==> src/rtl/acc32_pkg.sv <==
// Shared types and constants for the acc32_stream accumulator.
// Imported by the interface, the adder wrapper and the top.
package acc32_pkg;

  localparam int DATA_W = 32;
  localparam int BEAT_W = 16;
  localparam logic [DATA_W-1:0] SAT_VALUE = 32'hFFFF_FFFF;

  typedef enum logic [1:0] {
    IDLE  = 2'd0,
    ACCUM = 2'd1,
    HOLD  = 2'd2
  } state_t;

endpackage

==> src/rtl/acc32_stream_if.sv <==
// Operand stream in, packet result out.
// master drives operands and result-ready; slave is the accumulator.
interface acc32_stream_if;
  import acc32_pkg::*;

  logic              in_valid;
  logic              in_ready;
  logic [DATA_W-1:0] in_data;
  logic              in_last;
  logic              out_valid;
  logic              out_ready;
  logic [DATA_W-1:0] out_sum;
  logic              out_carry;
  logic              out_trunc;
  logic [BEAT_W-1:0] out_beats;

  modport master (
    output in_valid, in_data, in_last, out_ready,
    input  in_ready, out_valid, out_sum,
    input  out_carry, out_trunc, out_beats
  );

  modport slave (
    input  in_valid, in_data, in_last, out_ready,
    output in_ready, out_valid, out_sum,
    output out_carry, out_trunc, out_beats
  );

endinterface

==> src/rtl/acc32_stream_adder.sv <==
// carryselect_adder: 32-bit carry-select adder built from 8-bit blocks.
// Each block precomputes both carry-in cases and selects on the ripple carry.
module carryselect_adder #(
  parameter int W = 32,
  parameter int B = 8
) (
  input  logic [W-1:0] a,
  input  logic [W-1:0] b,
  input  logic         cin,
  output logic [W-1:0] sum,
  output logic         cout
);

  localparam int N = W / B;

  logic [N:0] c;

  assign c[0] = cin;
  assign cout = c[N];

  for (genvar g = 0; g < N; g++) begin : g_blk
    logic [B:0] s0;
    logic [B:0] s1;

    assign s0 = {1'b0, a[g*B +: B]}
              + {1'b0, b[g*B +: B]};
    assign s1 = {1'b0, a[g*B +: B]}
              + {1'b0, b[g*B +: B]}
              + {{B{1'b0}}, 1'b1};

    assign sum[g*B +: B] = c[g] ? s1[B-1:0]
                                : s0[B-1:0];
    assign c[g+1] = c[g] ? s1[B] : s0[B];
  end

endmodule

==> src/rtl/acc32_stream.sv <==
// Packet accumulator: sums a beat stream into one result per packet.
// Define ACC32_STREAM_SAT_EN to saturate the sum instead of wrapping.
module acc32_stream
  import acc32_pkg::*;
#(
  parameter int MAX_BEATS = 256
) (
  input logic           clk,
  input logic           rst,
  acc32_stream_if.slave bus
);

  state_t            state;
  logic [DATA_W-1:0] acc;
  logic              carry;
  logic              trunc;
  logic [BEAT_W-1:0] beats;
  logic              ready_q;
  logic              valid_q;

  logic [DATA_W-1:0] sum_w;
  logic              cout_w;
  logic [DATA_W-1:0] acc_add;
  logic [BEAT_W-1:0] beats_inc;
  logic              take;
  logic              at_max;
  logic              one_max;
  logic              go_idle;
  logic              go_acc;

  carryselect_adder #(
    .W (DATA_W),
    .B (8)
  ) u_add (
    .a    (acc),
    .b    (bus.in_data),
    .cin  (1'b0),
    .sum  (sum_w),
    .cout (cout_w)
  );

`ifdef ACC32_STREAM_SAT_EN
  // Once saturated, any non-zero add carries again and reloads SAT_VALUE.
  assign acc_add = cout_w ? SAT_VALUE : sum_w;
`else
  assign acc_add = sum_w;
`endif

  assign take      = bus.in_valid && ready_q;
  assign beats_inc = beats + 1'b1;
  assign at_max    = beats_inc == BEAT_W'(MAX_BEATS);
  assign one_max   = MAX_BEATS == 1;
  assign go_idle   = bus.in_last || one_max;
  assign go_acc    = bus.in_last || at_max;

  always_ff @(posedge clk) begin
    if (rst) begin
      state   <= IDLE;
      acc     <= '0;
      carry   <= 1'b0;
      trunc   <= 1'b0;
      beats   <= '0;
      ready_q <= 1'b1;
      valid_q <= 1'b0;
    end else begin
      unique case (state)
        IDLE: begin
          if (take) begin
            acc     <= bus.in_data;
            carry   <= 1'b0;
            beats   <= BEAT_W'(1);
            trunc   <= one_max && !bus.in_last;
            state   <= go_idle ? HOLD : ACCUM;
            ready_q <= !go_idle;
            valid_q <= go_idle;
          end
        end
        ACCUM: begin
          if (take) begin
            acc     <= acc_add;
            carry   <= carry | cout_w;
            beats   <= beats_inc;
            trunc   <= at_max && !bus.in_last;
            state   <= go_acc ? HOLD : ACCUM;
            ready_q <= !go_acc;
            valid_q <= go_acc;
          end
        end
        HOLD: begin
          if (bus.out_ready) begin
            state   <= IDLE;
            ready_q <= 1'b1;
            valid_q <= 1'b0;
          end
        end
        default: begin
          state   <= IDLE;
          ready_q <= 1'b1;
          valid_q <= 1'b0;
        end
      endcase
    end
  end

  assign bus.in_ready  = ready_q;
  assign bus.out_valid = valid_q;
  assign bus.out_sum   = acc;
  assign bus.out_carry = carry;
  assign bus.out_trunc = trunc;
  assign bus.out_beats = beats;

endmodule

==> src/flat_wrapper.sv <==
// flat-port wrapper written by rule: the top's interface ports become plain ports
module acc32_stream_flat import acc32_pkg::*;
#(
  parameter int MAX_BEATS = 256
)
  (clk, rst, bus_in_valid, bus_in_data, bus_in_last, bus_out_ready, bus_in_ready, bus_out_valid, bus_out_sum, bus_out_carry, bus_out_trunc, bus_out_beats);
  acc32_stream_if bus_i ();
  input logic clk;
  input logic rst;
  input wire logic [$bits(bus_i.in_valid)-1:0] bus_in_valid;
  input wire logic [$bits(bus_i.in_data)-1:0] bus_in_data;
  input wire logic [$bits(bus_i.in_last)-1:0] bus_in_last;
  input wire logic [$bits(bus_i.out_ready)-1:0] bus_out_ready;
  output wire logic [$bits(bus_i.in_ready)-1:0] bus_in_ready;
  output wire logic [$bits(bus_i.out_valid)-1:0] bus_out_valid;
  output wire logic [$bits(bus_i.out_sum)-1:0] bus_out_sum;
  output wire logic [$bits(bus_i.out_carry)-1:0] bus_out_carry;
  output wire logic [$bits(bus_i.out_trunc)-1:0] bus_out_trunc;
  output wire logic [$bits(bus_i.out_beats)-1:0] bus_out_beats;
  assign bus_i.in_valid = bus_in_valid;
  assign bus_i.in_data = bus_in_data;
  assign bus_i.in_last = bus_in_last;
  assign bus_i.out_ready = bus_out_ready;
  assign bus_in_ready = bus_i.in_ready;
  assign bus_out_valid = bus_i.out_valid;
  assign bus_out_sum = bus_i.out_sum;
  assign bus_out_carry = bus_i.out_carry;
  assign bus_out_trunc = bus_i.out_trunc;
  assign bus_out_beats = bus_i.out_beats;
  acc32_stream #(.MAX_BEATS(MAX_BEATS)) u_core (.clk(clk), .rst(rst), .bus(bus_i));
endmodule
==> config.mk <==
export PLATFORM = sky130hd
export DESIGN_NAME = acc32_stream_flat
export DESIGN_NICKNAME = d
export VERILOG_FILES = /design/src/rtl/acc32_pkg.sv /design/src/rtl/acc32_stream_if.sv /design/src/rtl/acc32_stream_adder.sv /design/src/rtl/acc32_stream.sv /design/src/flat_wrapper.sv
export SDC_FILE = /design/constraint.sdc
export NUM_CORES = 1
export LEC_CHECK = 0
export ABC_AREA = 1
export CORE_MARGIN = 2
export CORE_UTILIZATION = 30
export CTS_CLUSTER_DIAMETER = 200
export DETAILED_ROUTE_END_ITERATION = 16
export GPL_TIMING_DRIVEN = 0
export PLACE_DENSITY = 0.49
export SLEW_MARGIN = 0
export SYNTH_ARGS = -nofsm -noshare
export SYNTH_HDL_FRONTEND = slang
export SYNTH_SLANG_ARGS = --single-unit
==> constraint.sdc <==
create_clock -name clk -period 4.7 [get_ports clk]
set_input_delay 0.94 -clock clk [delete_from_list [all_inputs] [get_ports clk]]
set_output_delay 0.94 -clock clk [all_outputs]
set_load 0.01 [all_outputs]
==> results of run 1 <==
kinds of logic after synthesis:
group,count (synthesis),synth area share
AO/OA/AOI/OAI,130,0.160
XOR/XNOR,27,0.0509
adder cells (fa/ha/maj),40,0.114
buffers and inverters,113,0.0946
flip-flops,53,0.229
AND/OR/NAND/NOR,363,0.352
worst register-to-register path: cells and delay by family (launching register included):
kind / cells / cell delay [ns]
and+or+nand+nor: 8 / 1.00
DFF: 1 / 0.33
AOI/OAI and AO/OA: 2 / 0.25
adders and majority gates: 2 / 0.70
xor gates and xnor gates: 1 / 0.35
cell type report:
cell class	count	area, um2
inverter	94	353
clock buffer	5	125
timing repair buffer	88	881
sequential	53	1060
multi-input combinational	560	3140
tap	188	235
clock inverter	3	25.0
fill	1613	9240
buffer	19	86.3
state kept, by name, indices dropped and copies added (netlist names):
register,flops
u_core.bus.out_carry,1
u_core.state,2
u_core.bus.in_ready,1
u_core.bus.out_sum,32
u_core.bus.out_beats,16
u_core.bus.out_trunc,1
worst paths after layout:
kind / startpoint / to / slack (ns) / cells after the start
max: bus_in_data[8] / u_core.bus.out_sum[29] / 1.26 / 14
min: u_core.bus.out_sum[11] / u_core.bus.out_sum[11] / 0.49 / 2
max reg2reg: u_core.bus.out_sum[8] / u_core.bus.out_sum[29] / 1.99 / 13
min reg2reg: u_core.bus.out_sum[11] / u_core.bus.out_sum[11] / 0.49 / 2
cell usage after synthesis (5+ instances only):
master and count:
dfxtp_1 53, a31oi_1 7, o21ai_0 20, inv_1 90, o211ai_1 7, nand2_1 219, o21ai_1 13, nand2_2 8
nand3b_1 5, xnor2_1 9, nor2_1 35, nor3_1 5, ha_1 36, a21oi_1 64, nand3_1 58, clkbuf_1 14
xor2_1 18, nand4_1 14
power by group:
group | leakage [nW] | internal [W] | switching, W
combinational | 2.18 | 0.000245 | 0.000354
sequential | 0.434 | 0.000476 | 0.0000285
clock | 0.0704 | 0.000201 | 0.000197
metrics by stage:
stage / utilization / setup slack, ns / hold slack, ns
detailed placement: 0.380 / 0.923 / 0.469
global placement: 0.380 / 0.961 / 0.458
finish: 0.390 / 1.26 / 0.490
global route: 0.390 / 1.03 / 0.513
CTS: 0.390 / 1.24 / 0.482
floorplan: - / 1.74 / 0.472
metal layers:
| layer | part of all wire | track usage | vias up |
|---|---|---|---|
| li1 | - | - | 2577 |
| met1 | 0.49 | 0.243 | 2239 |
| met2 | 0.46 | 0.302 | 111 |
| met3 | 0.041 | 0.0249 | 12 |
| met4 | 0.0094 | 0.0427 | 0 |
| met5 | 0 | 0 | - |
==> flow_summary.ini, run 1 <==
[clock_tree]
holdBufCountCts = 0
cts-root-buf = clkbuf_16
cts_setup_buffers = 0
clock-sinks = 53
clock_path_buffers = 2
htreeDepth = 2
cts_repair_resize_count = 0
clock_latency_ns = 0.31
path_clk_slew_ns = 0.08
cts_tree = built
cts_buffers = 5

[yosys]
synth.yosys.seq_area_share = 0.229
async_flop_share = 0
ys_ff_latch = 53
synth_cells = 726
synth_top_cell_by_area = dfxtp_1
syn_nets = 803
synth_cell_types = 42
ys_warn_count = 0
ys_top_cells_by_area = dfxtp_1, nand2_1, ha_1, inv_1, a21oi_1
synth_area_per_cell_um2 = 6.39
synth_enable_flop_cells = 0
synth_ff_type = dfxtp_1
synth_area_um2 = 4640
synth_top_area_share = 0.229

[grt]
grt_pass1_vias = 4834
overflow = 0
grt_util_all_layers = 0.179
grt_pass1_wl_um = 23800
antenna_found_initial = 0
grt_start_max_net_pins = 19

[routing]
vias = 4939
drt-total-wl_um = 14300
vias_per_cell = 4.89
ant_nets = 0
drtPass1Iterations = 7
drcViolationCount = 0
drt_iter0_drc = 260
wl_per_cell_um = 14.2

[timing]
tightest_slew_ns = 0.800
period_share = 0.732
hold_violations = 0
rsz0062_at_grt = no
final-setup-viol-count = 0
max-slew-margin-rel = 0.464
slew_viol_final = 0
fmax_ghz = 0.291
fin_tns_setup_ns = 0
fin_crit_ns = 3.44
fin_skew_ns = 0.0109

[floorplan]
fp.dieW_um = 128
chipHeight_um = 128
fp.dieArea_um2 = 16500
start_util = 0.306
ios = 89
core_um2 = 15100
rows = 45

[run]
maxCapViolCount = 0

[worst_setup_path]
critical_path_class = in -> reg
arrival_ns = 3.68
crit_required_ns = 4.94
crit_fanout = 9
crit_path_cell_trace = clkdlybuf4s50_1, ha_1, fa_1, xor2_1, nand3_1, nor2_2, nand3_1, nand2_2, nand2_4, nand2_4, nand2_8, o21ai_1, nand2_1, a21oi_2
start_kind = input port
critical_path.top_delay_family = simple AND/OR/NAND/NOR gates
crit_buf_inv = 1
slowest_delay_ns = 0.45
critPathSlowestCell = fa_1
crit_path_end_kind = register

[cells_and_area]
finish.instance_area_um2 = 5910
instances_no_fill = 1010
final_common_cell = nand2_1
insertedDiodeCount = 0
drive_above_1_share = 0.0572
syn_to_final_growth_pct = 27.3
final_cell_mix = nand2_1, inv_1, clkdlybuf4s50_1
nets = 898

[outcome]
outcome = finished, final reports clean

[placement]
dp.cells = 1002
dpl_cell_area_um2 = 5760
gp_congestion = 0.884
place_hpwl_um = 11200
portBuffers = 88

[power_and_ir_drop]
p_per_area_nw_per_um2 = 254
total_power_w = 0.00150
power_leakage_nw = 2.68
ir_drop_uv = 143

[worst_hold_path]
hp-class = reg -> reg
No activity file was read; power rests on OpenSTA's default activity.
==> inputs of run 2 (changes only) <==
- PLACE_DENSITY: 0.49 -> 0.51
- clock period: 4.7 -> 2.9 ns (I/O delays scaled with it)
==> run 2 against run 1 <==
  * Largest cell class unchanged
  * Clock power up 61%
  * Register-to-register slack worse by 1.6 ns
  * Via count rose by 2.0%
==> flow_summary.ini, run 2 (synthesized netlist as in run 1, its figures left out) <==
[floorplan]
fp.dieW_um = 128
ios = 89
core_um2 = 15100
fp.dieArea_um2 = 16500
rows = 45
chipHeight_um = 128
start_util = 0.306

[grt]
grt_pass1_vias = 4627
grt_start_max_net_pins = 19
grt_util_all_layers = 0.170
antenna_found_initial = 0
overflow = 0
grt_pass1_wl_um = 22500

[worst_hold_path]
hold_end = u_core.bus.out_sum[5]
worstHoldStart = u_core.bus.out_sum[5]
whs_path_depth = 2
hp-class = reg -> reg

[routing]
drtPass1Iterations = 5
wl_per_cell_um = 14.4
drt-total-wl_um = 14600
drcViolationCount = 0
drt_iter0_drc = 297
ant_nets = 0
vias = 5040
vias_per_cell = 4.96

[placement]
dpl_cell_area_um2 = 5760
gp_congestion = 0.875
place_hpwl_um = 11200
post-place-ws_ns = -0.521
portBuffers = 88

[timing]
slew_viol_final = 0
fmax_ghz = 0.364
finalWorstSetupSlack_ns = 0.154
max-slew-margin-rel = 0.524
fin_crit_ns = 2.75
period_share = 0.947
rsz0062_at_grt = yes
final-setup-viol-count = 0
hold_violations = 0
fin_tns_setup_ns = 0
hold_ws_ns = 0.497
tightest_slew_ns = 0.713
fin_skew_ns = 0.0100

[clock_tree]
clock-sinks = 53
clock_latency_ns = 0.30
cts_buffers = 5
path_clk_slew_ns = 0.08
cts-root-buf = clkbuf_16
htreeDepth = 2
cts_tree = built
holdBufCountCts = 0
clock_path_buffers = 2

[cells_and_area]
final_common_cell = nand2_1
syn_to_final_growth_pct = 33.4
nets = 905
finish.instance_area_um2 = 6190
largest_reg_flops = 32
insertedDiodeCount = 0
fin_util = 0.409
final_cell_mix = nand2_1, inv_1, clkdlybuf4s50_1
drive_above_1_share = 0.104

[power_and_ir_drop]
power_frac_comb = 0.420
p_sw_w = 0.000978
ir_drop_uv = 227
p_per_area_nw_per_um2 = 408
power_leakage_nw = 2.77
internal_power_w = 0.00155
clkPwrFrac = 0.254
p_seq_frac = 0.326
swShare = 0.387

[worst_setup_path]
critPathSlowestCell = clkdlybuf4s50_1
arrival_ns = 2.90
crit_top_cell = nand2_4
critical_path_class = in -> reg
worstRegToRegCells = 12
crit_path_end_kind = register
slowest_delay_ns = 0.52
start_kind = input port
crit_fanout = 7
r2r_start = u_core.bus.out_sum[8]
crit_path_cell_trace = clkdlybuf4s50_1, ha_4, nand2_1, nand2_1, inv_1, nand3_1, nand2_4, nand3_4, nor2_4, nand3_2, nand2_4, nand2_4, buf_4, xor2_1, o21ai_1, a21oi_1
reg2reg_to = u_core.bus.out_sum[16]
regToRegSetupSlack_ns = 0.37
crit_required_ns = 3.05

[run]
maxCapViolCount = 0

[outcome]
outcome = finished, final reports clean
[run 2: worst max path at each step]
stage / cells past startpoint / from / slack (ns) / endpoint
after floorplan: 14 / bus_in_data[8] / 0.30 / u_core.bus.out_sum[24]
after global placement: 15 / bus_in_data[8] / -0.48 / u_core.bus.out_sum[24]
after detailed placement: 15 / bus_in_data[8] / -0.52 / u_core.bus.out_sum[24]
after CTS: 17 / bus_in_data[16] / 0.0008 / u_core.bus.out_sum[24]
after global routing: 20 / bus_in_data[18] / -0.02 / u_core.bus.out_sum[24]
final: 16 / bus_in_data[11] / 0.15 / u_core.bus.out_sum[16]
[run 2: stage by stage]
step	total power, W	instances
final	0.00253	1017
after global routing	0.00269	1017
after CTS	0.00246	1011
after floorplan	0.00148	726
after global placement	0.00179	1002
after detailed placement	0.00180	1002
[run 2: power groups by stage]
stage	Clock (W)	Combinational (W)	Sequential [W]
detailed placement	0	0.000966	0.000835
floorplan	0	0.000641	0.000843
global placement	0	0.000955	0.000835
global route	0.000679	0.00118	0.000830
CTS	0.000651	0.000991	0.000820
finish	0.000642	0.00106	0.000823
[run 2: layout make-up]
| cell class | count | area (um2) |
|---|---|---|
| plain buffers | 19 | 90.1 |
| clock buffers | 5 | 125 |
| clock inverters | 3 | 25.0 |
| fillers | 1592 | 8950 |
| inverters | 94 | 353 |
| multi-input cells | 560 | 3360 |
| flip-flops and latches | 53 | 1060 |
| well taps | 188 | 235 |
| repair buffers | 95 | 942 |
[run 2: critical path, delay by kind of cell]
kind,cells,cell delay (ns)
buf+inv,3,0.78
simple gates,9,0.98
xor+xnor,1,0.13
compound gates,2,0.20
fa+ha+maj,1,0.23
[run 2: what timing repair did]
action / in CTS / in global routing
resized for setup: 11 / 36
setup endpoints to repair: 18 / 19
pin swaps: 5 / 10
buffers inserted: 1 / 6
hold endpoints to repair: 0 / 0
[run 2: routing by layer]
metal / vias to the layer above / global-route usage / routed length (um)
met4: 0 / 0.0388 / 198
met1: 2321 / 0.224 / 6830
met3: 16 / 0.0241 / 623
met2: 120 / 0.296 / 6950
met5: - / 0 / 0
li1: 2583 / - / -
==> inputs of run 3 (changes only) <==
- ABC_AREA: 1 -> default
- GPL_TIMING_DRIVEN: 0 -> default
- PLACE_DENSITY: 0.51 -> 0.52
- RECOVER_POWER: default -> 50
==> run 3 against run 2 <==
  * The flow now finishes with violations (setup timing)
  * Critical path depth shrank 2
  * Power grew 9.4%
  * First-iteration DRC count shrank 18%
  * Non-clock buffer count grew 92
  * Core utilization grew 6.8 points
  * Worst hold slack lost 0.025 ns
  * Critical endpoint is now u_core.bus.out_sum[25]
  * Largest power group unchanged
==> flow_summary.ini, run 3 <==
[worst_hold_path]
hp-class = reg -> reg

[yosys]
synth.area.mux_share = 0.0145
ys_ff_latch = 53
async_flop_share = 0
synth-xor-area-share = 0.112
synth.most_common_cell = nor2_1
synth-adder-area-share = 0.125
synth_top_area_share = 0.251
syn_nets = 621
ys_top_cells_by_area = dfxtp_1, ha_1, a21oi_1, xnor2_1, nor2_1
synth_area_um2 = 4230
synth_cell_types = 52
synth_ff_type = dfxtp_1
synthSimpleGateAreaFrac = 0.228
synth_common_cells = nor2_1, a21oi_1, dfxtp_1
synth.yosys.seq_area_share = 0.251
synth_cells = 544
synth_enable_flop_cells = 0
ys_warn_count = 0
synth_top_family_by_area = compound AO/OA/AOI/OAI gates
synth_top_cell_by_area = dfxtp_1
synth_area_per_cell_um2 = 7.78
synth-compound-area-share = 0.240

[timing]
tightest_slew_ns = 0.680
slew_viol_final = 0
max-slew-margin-rel = 0.547
finalWorstSetupSlack_ns = -0.378
hold_violations = 0
fin_crit_ns = 3.28
rsz0062_at_grt = yes
fmax_ghz = 0.305
final-setup-viol-count = 15
period_share = 1.13
fin_skew_ns = 0.0100

[placement]
gp_congestion = 0.832
place_hpwl_um = 10100
dp.cells = 891
portBuffers = 88
dpl_cell_area_um2 = 6060
post-place-ws_ns = -1.16

[routing]
wl_per_cell_um = 15.2
drtPass1Iterations = 4
vias_per_cell = 5.13
drt_iter0_drc = 244
ant_nets = 0
vias = 4691
drt-total-wl_um = 13900
drcViolationCount = 0

[cells_and_area]
finish.instance_area_um2 = 6590
seq_area_um2 = 1060
final_cell_mix = buf_4, a21oi_1, nor2_1
fin_util = 0.477
largest_reg_flops = 32
fillers = 1341
drive_above_1_share = 0.255
nets = 810
multi_input_area_um2 = 3330
final_common_cell = buf_4
insertedDiodeCount = 0
instances_no_fill = 914
syn_to_final_growth_pct = 55.7

[clock_tree]
path_clk_slew_ns = 0.08
clock_latency_ns = 0.31
clock-sinks = 53
htreeDepth = 2
cts-root-buf = clkbuf_16
cts_buffers = 5
cts_tree = built
clock_path_buffers = 2

[worst_setup_path]
start_kind = input port
critical_path_class = in -> reg
arrival_ns = 3.53
crit_path_end_kind = register
crit_fanout = 6
crit_required_ns = 3.15

[grt]
antenna_found_initial = 0
grt_pass1_wl_um = 22600
overflow = 0
grt_pass1_vias = 4642
grt_start_max_net_pins = 45
grt_util_all_layers = 0.189

[floorplan]
chipHeight_um = 123
core_um2 = 13800
start_util = 0.306
rows = 43
fp.dieW_um = 123
fp.dieArea_um2 = 15100
ios = 89

[outcome]
violations = setup timing
outcome = complete, but fails checks

[power_and_ir_drop]
ir_drop_uv = 233
total_power_w = 0.00276
power_leakage_nw = 2.89
p_per_area_nw_per_um2 = 419

[run]
maxCapViolCount = 0
==> run 3: logic make-up after synthesis <==
group           after synthesis
mux                           6
xor+xnor                     50
simple gates                195
flops                        53
compound gates              167
buf+inv                      33
fa+ha+maj                    40
==> run 3: path summary, 6_finish.rpt <==
path | depth (start not counted) | to | slack, ns | startpoint
hold / removal | 2 | u_core.bus.out_sum[20] | 0.47 | u_core.bus.out_sum[20]
setup / recovery | 14 | u_core.bus.out_sum[25] | -0.38 | bus_in_data[0]
hold reg to reg | 2 | u_core.bus.out_sum[20] | 0.47 | u_core.bus.out_sum[20]
setup reg to reg | 13 | u_core.bus.out_sum[25] | -0.35 | u_core.bus.out_sum[0]
==> run 3: worst max-delay path, stage by stage <==
cell and delay, ns:
buf_8 0.10, ha_4 0.15, fa_2 0.36, a21o_1 0.18, a311o_1 0.30, o41a_4 0.37
and4_4 0.17, nand4_4 0.08, xnor2_4 0.14, nand4_4 0.16, xor2_4 0.31, mux2i_1 0.11
or3_1 0.39, a21oi_2 0.13
==> run 3: cell type report <==
class                      count  area share
tap                          180      0.0342
sequential                    53       0.161
timing repair buffer         206       0.272
clock buffer                   5      0.0190
multi-input combinational    458       0.505
clock inverter                 3     0.00323
inverter                       9     0.00512
==> run 3: where the power goes <==
part	leakage, nW	internal (W)	switching (W)
clock	0.0702	0.000323	0.000319
sequential	0.434	0.000778	0.0000489
combinational	2.38	0.000683	0.000612
==> run 3: what timing repair did <==
item / CTS / global route
setup endpoints to repair: 23 / 21
setup buffers: 9 / 7
cloned: 0 / 0
resized for setup: 48 / 32
pin swaps: 25 / 31
hold buffers: 0 / 0
==> run 3: metal layers <==
layer / routed length, um / GRT usage / share of wire / vias up
li1: - / - / - / 2350
met5: 0 / 0 / 0 / -
met3: 590 / 0.0302 / 0.042 / 15
met2: 6620 / 0.322 / 0.48 / 94
met4: 235 / 0.0603 / 0.017 / 0
met1: 6460 / 0.243 / 0.46 / 2232
==> run 3: stage by stage <==
| step | hold slack (ns) | setup TNS, ns |
|---|---|---|
| after floorplan | 0.486 | -5.82 |
| after global placement | 0.469 | -20.14 |
| after detailed placement | 0.468 | -20.89 |
| after CTS | 0.474 | -3.55 |
| after global routing | 0.483 | -5.37 |
| final | 0.472 | -3.44 |
==> RTL change 1, RTL diff (config.mk and constraints of run 3) <==
`MAX_BEATS` is set to 256 in 2 places; all go to 192.
--- a/src/rtl/acc32_stream.sv
+++ b/src/rtl/acc32_stream.sv
@@ -5,3 +5,3 @@
 #(
-  parameter int MAX_BEATS = 256
+  parameter int MAX_BEATS = 192
 ) (
--- a/src/flat_wrapper.sv
+++ b/src/flat_wrapper.sv
@@ -3,3 +3,3 @@
 #(
-  parameter int MAX_BEATS = 256
+  parameter int MAX_BEATS = 192
 )
Formal check against the unedited RTL: same outputs for any inputs over 10 cycles, from zero or initial values and one cycle with rst high; that may be too few to reach the edited logic, so the function may still have changed.
==> RTL change 1 against run 3 <==
The run still ends with negative setup slack left; clock skew shrank 4.0 ps; final area grew 9.9%; sequential cell count is the same; setup slack lost 26 ps; critical path depth shrank 2; wire length grew 15%; utilization grew 0.18 points; die area grew 9.1%; area after synthesis grew 9.5%; total power grew 9.2%.
==> RTL change 1: results (changes against run 3) <==
- First-pass GRT wire length: 26.2 mm (was 22.6 mm)
- Reg clk slew, reported paths: 80 ps (about the same)
- Failing checks: negative setup slack (unchanged)
- Synth area leaders: dfxtp_1 (23%), ha_1 (9.7%), a21oi_1 (7.2%) (was dfxtp_1 (25%), ha_1 (11%), a21oi_1 (8.5%))
- Routed length per instance: 16.0 um (was 15.2 um)
- Vias per inst: 5.30 (was 5.13)
- Post-synthesis cell type count: 70 (was 52)
- Post-Route Skew: 5.98 ps (was 10.0 ps)
- Post-synth top flop: dfxtp_1 (unchanged)
- Final hold vios: 0 (unchanged)
- Maximum VDD drop: 222 uV (was 233 uV)
- Share of layout cells above drive strength 1: 27.3% (was 25.5%)
- Pin count of the biggest net entering global routing: 31 (was 45)
- DR pass1 iterations: 4 (unchanged)
- Sequential area share after synthesis: 22.9% (was 25.1%)
- Post-route setup slack: -404 ps (was -378 ps)
- Crit path largest cell delay: 410 ps (was 390 ps)
- Worst EP arrival: 3500 ps (was 3530 ps)
- Syn nets: 683 (was 621)
- Fin nets: 882 (was 810)
- Max reg flops: 32 (unchanged)
- Slowest-stage cell, CP: or3b_1 (was or3_1)
- Max Buffers Root-to-Sink: 2 (unchanged)
- Worst-Skew Late Latency: 310 ps (about the same)
- Final Setup Violations: 18 (was 15)
- Ys async rst share: 0% (unchanged)
- CTS H-tree lvls: 2 (unchanged)
- Run status: complete, but fails checks (unchanged)
- Worst Path Max Fanout: 5 (was 6)
- Final estimated routing congestion in global placement: 0.828 (was 0.832)
- Post-synth top cells: a21oi_1 (67), nor2_1 (67), nand2_1 (59) (was nor2_1 (73), a21oi_1 (72), dfxtp_1 (53))
- Initial antenna violation count: 0 (unchanged)
- Worst Hold Class: reg2reg (unchanged)
- I/O Buffers: 88 (unchanged)
- Vias in the first global route: 5,393 (was 4,642)
- Root buffer cell: clkbuf_16 (unchanged)
- Antenna diodes: 0 (unchanged)
- TritonCTS Buffers: 5 (unchanged)
- GRT Util Overall: 19.8% (was 18.9%)
- Leakage: 3.03 nW (was 2.89 nW)
- YS warnings: 0 (unchanged)
- Worst-Margin Slew: 1120 ps (was 680 ps)
- Drt initial violations: 273 (was 244)
- Detailed Place HPWL: 11.5 mm (was 10.1 mm)
-- RTL change 1: metrics by stage --
| stage | instances | util [%] | setup TNS, ps | worst slack [ps] | instance area [sq um] |
|---|---|---|---|---|---|
| floorplan | 606 | - | -5500 | -488 | 4680 |
| global placement | 966 | 43.2 | -18300 | -1150 | 6540 |
| detailed placement | 966 | 43.2 | -20250 | -1250 | 6540 |
| CTS | 994 | 46.8 | -4450 | -376 | 7090 |
| global route | 994 | 47.9 | -7260 | -487 | 7250 |
| finish | 994 | 47.9 | -4530 | -404 | 7250 |
-- RTL change 1: logic make-up after synthesis --
logic type | Yosys count | synth area share, %
compound gates | 181 | 25.7
buf+inv | 45 | 4.16
simple gates | 231 | 24.6
xor+xnor | 43 | 8.29
fa+ha+maj | 40 | 11.4
mux | 13 | 2.94
flops | 53 | 22.9
-- RTL change 1: final cells by class --
cell class	instances	area, sq um
fillers	1472	7900
multi-input cells	509	3820
repair buffers	223	1930
flip-flops and latches	53	1060
well taps	188	235
clock buffers	5	125
inverters	13	48.8
clock inverters	3	21.3
-- RTL change 1: final timing paths --
kind                         start                endpoint  slack [ps]  depth (start not counted)
max reg2reg  u_core.bus.out_sum[8]  u_core.bus.out_sum[25]        -380                         11
min reg2reg   u_core.bus.out_carry    u_core.bus.out_carry         470                          2
min           u_core.bus.out_carry    u_core.bus.out_carry         470                          2
max                 bus_in_data[8]  u_core.bus.out_sum[25]        -400                         12
-- RTL change 1: timing repair --
action / 4_1_cts / 5_1_grt
pin swaps: 35 / 43
buffers inserted: 19 / 5
cloned: 1 / 0
setup endpoints to repair: 22 / 21
gates resized for setup: 64 / 41
-- RTL change 1: worst max-delay path: cells and delay by family --
| kind | cells | cell delay (ps) |
|---|---|---|
| compound gates | 1 | 150 |
| simple gates | 6 | 1770 |
| mux | 1 | 210 |
| fa+ha+maj | 2 | 530 |
| xor+xnor | 1 | 160 |
| buf+inv | 1 | 100 |
-- RTL change 1: where the power goes --
group / leakage (nW) / internal [mW] / switching, mW
Clock: 0.0702 / 0.323 / 0.315
Sequential: 0.434 / 0.782 / 0.0570
Combinational: 2.53 / 0.798 / 0.741
Total: 3.03 / 1.90 / 1.11
-- RTL change 1: per-layer routing --
metal	vias to the layer above	wire length [um]	GRT usage, %
met3	20	657	2.59
met2	121	7830	34.8
li1	2623	-	-
met4	0	286	5.37
met1	2500	7160	25.4
met5	-	0	0
==> RTL change 2, RTL diff (flow settings as in run 3) <==
Without the edit above. Encoding of `state_t`: now one-hot (3 bits for 3 states).
--- a/src/rtl/acc32_pkg.sv
+++ b/src/rtl/acc32_pkg.sv
@@ -8,6 +8,6 @@
 
-  typedef enum logic [1:0] {
-    IDLE  = 2'd0,
-    ACCUM = 2'd1,
-    HOLD  = 2'd2
+  typedef enum logic [2:0] {
+    IDLE  = 3'b001,
+    ACCUM = 3'b010,
+    HOLD  = 3'b100
   } state_t;
Formal check against the unedited RTL: no difference found for any inputs over 10 cycles, from zero or initial values and one cycle with rst high; not proved beyond that.
==> RTL change 2 against run 3 <==
The flow still finishes with violations (negative setup slack); first-iteration DRC count increased by 51%; setup slack got worse by 23 ps; final area increased by 4.1%; sequential cell count increased by 1; clock skew decreased by 3.9 ps; total power increased by 5.2%; wire length increased by 8.6%; global-route usage increased by 0.21 points; area after synthesis increased by 5.2%; die area increased by 5.1%; critical path type unchanged; largest cell class unchanged.
==> RTL change 2: results (changes against run 3) <==
- Run status: complete, but fails checks (unchanged)
- Failing checks: negative setup slack (unchanged)
- Syn nets: 650 (was 621)
- Sequential Power Share: 29.1% (was 29.9%)
- Final Setup Violations: 17 (was 15)
- Sequential area share after synthesis: 24.3% (was 25.1%)
- Non-clock buffering overhead: 26.1% (was 27.2%)
- Fin nets: 839 (was 810)
- Fillers: 1,466 (was 1,341)
- Initial antenna violation count: 0 (unchanged)
- Max reg flops: 32 (unchanged)
- Non-clock buffer count: 209 (was 206)
- Post-route setup slack: -401 ps (was -378 ps)
- Maximum VDD drop: 250 uV (was 233 uV)
- Grt met2 use: 32.9% (was 32.2%)
- Pin count of the biggest net entering global routing: 33 (was 45)
- Final estimated routing congestion in global placement: 0.885 (was 0.832)
- Worst Hold Class: reg2reg (unchanged)
- M1 WL: 6.79 mm (was 6.46 mm)
- Logic inverters: 12 (was 9)
- DR pass1 iterations: 5 (was 4)
- Met1 Usage GRT: 24.7% (was 24.3%)
- Vias: 5,054 (was 4,691)
- Fraction of area in multi-input gates: 51.9% (was 50.5%)
- I/O Buffers: 88 (unchanged)
- Sequential cells: 54 (was 53)
- Max Buffers Root-to-Sink: 2 (unchanged)
- Detailed Place HPWL: 11.0 mm (was 10.1 mm)
- Worst Path Max Fanout: 4 (was 6)
- Synth area leaders: dfxtp_1 (24%), ha_1 (10%), a21oi_1 (5.6%) (was dfxtp_1 (25%), ha_1 (11%), a21oi_1 (8.5%))
- Final wirelength: 15.1 mm (was 13.9 mm)
- WL met3: 757 um (was 590 um)
- Post-synthesis cell type count: 68 (was 52)
- Share of layout cells above drive strength 1: 25.2% (was 25.5%)
- Multi-input gates: 480 (was 458)
- Worst EP arrival: 3520 ps (was 3530 ps)
- GRT Util Overall: 19.1% (was 18.9%)
- Slew HR: 63.3% (was 54.7%)
- Ys async rst share: 0% (unchanged)
- First-pass GRT wire length: 25.0 mm (was 22.6 mm)
- Leakage: 2.88 nW (was 2.89 nW)
- Met2 WL: 7.27 mm (was 6.62 mm)
- M3 GR Usage: 3.10% (was 3.02%)
- Post-Route Skew: 6.14 ps (was 10.0 ps)
- # clk buffers: 6 (was 5)
- NetSw: 1.05 mW (was 979 uW)
- Sequential cell area: 0.00108 sq mm (was 0.00106 sq mm)
- YS warnings: 0 (unchanged)
- Reg clk slew, reported paths: 80 ps (about the same)
- Clk tree area frac: 2.26% (was 2.22%)
- Antenna diodes: 0 (unchanged)
- Drt initial violations: 368 (was 244)
- Post-synth top cells: nor2_1 (66), nand2_1 (56), dfxtp_1 (54) (was nor2_1 (73), a21oi_1 (72), dfxtp_1 (53))
RTL change 2: kinds of logic after synthesis:
logic type               after synthesis  synth area share [%]
AO/OA/AOI/OAI                        177                  26.6
XOR/XNOR                              36                  7.25
buffers and inverters                 39                  3.57
flip-flops                            54                  24.3
multiplexers                          11                  2.53
AND/OR/NAND/NOR                      216                  23.9
adder cells (fa/ha/maj)               40                  11.9
RTL change 2: critical path, stage by stage:
cell and delay [ps]:
buf_6 100, ha_4 150, fa_2 390, a21oi_4 200
o2111a_1 250, a311oi_4 60, nor4bb_4 290, or4b_4 530
a211o_1 310, nor4b_2 270, xnor2_1 110, a221oi_1 270
RTL change 2: stage by stage:
step,area [sq um],setup TNS (ps),instances,power [mW],setup slack [ps]
finish,6860,-5400,947,2.91,-401
global route,6860,-7530,947,3.10,-533
CTS,6760,-5230,945,2.91,-461
detailed placement,6310,-20820,926,2.14,-1240
global placement,6310,-19300,926,2.12,-1150
floorplan,4500,-6800,573,1.55,-577
RTL change 2: timing repair:
| item | in CTS | in global routing |
|---|---|---|
| setup endpoints to repair | 19 | 18 |
| setup buffers | 11 | 3 |
| pin swaps | 41 | 10 |
| gates resized for setup | 61 | 13 |
RTL change 2: worst paths after layout:
check | slack, ps | depth (start not counted) | end | start
worst max-delay path | -400 | 12 | u_core.bus.out_sum[23] | bus_in_data[8]
worst min-delay path | 520 | 1 | u_core.bus.out_beats[0] | u_core.bus.out_beats[0]
worst max register to register | -380 | 11 | u_core.bus.out_sum[23] | u_core.bus.out_sum[8]
worst min register to register | 520 | 1 | u_core.bus.out_beats[0] | u_core.bus.out_beats[0]
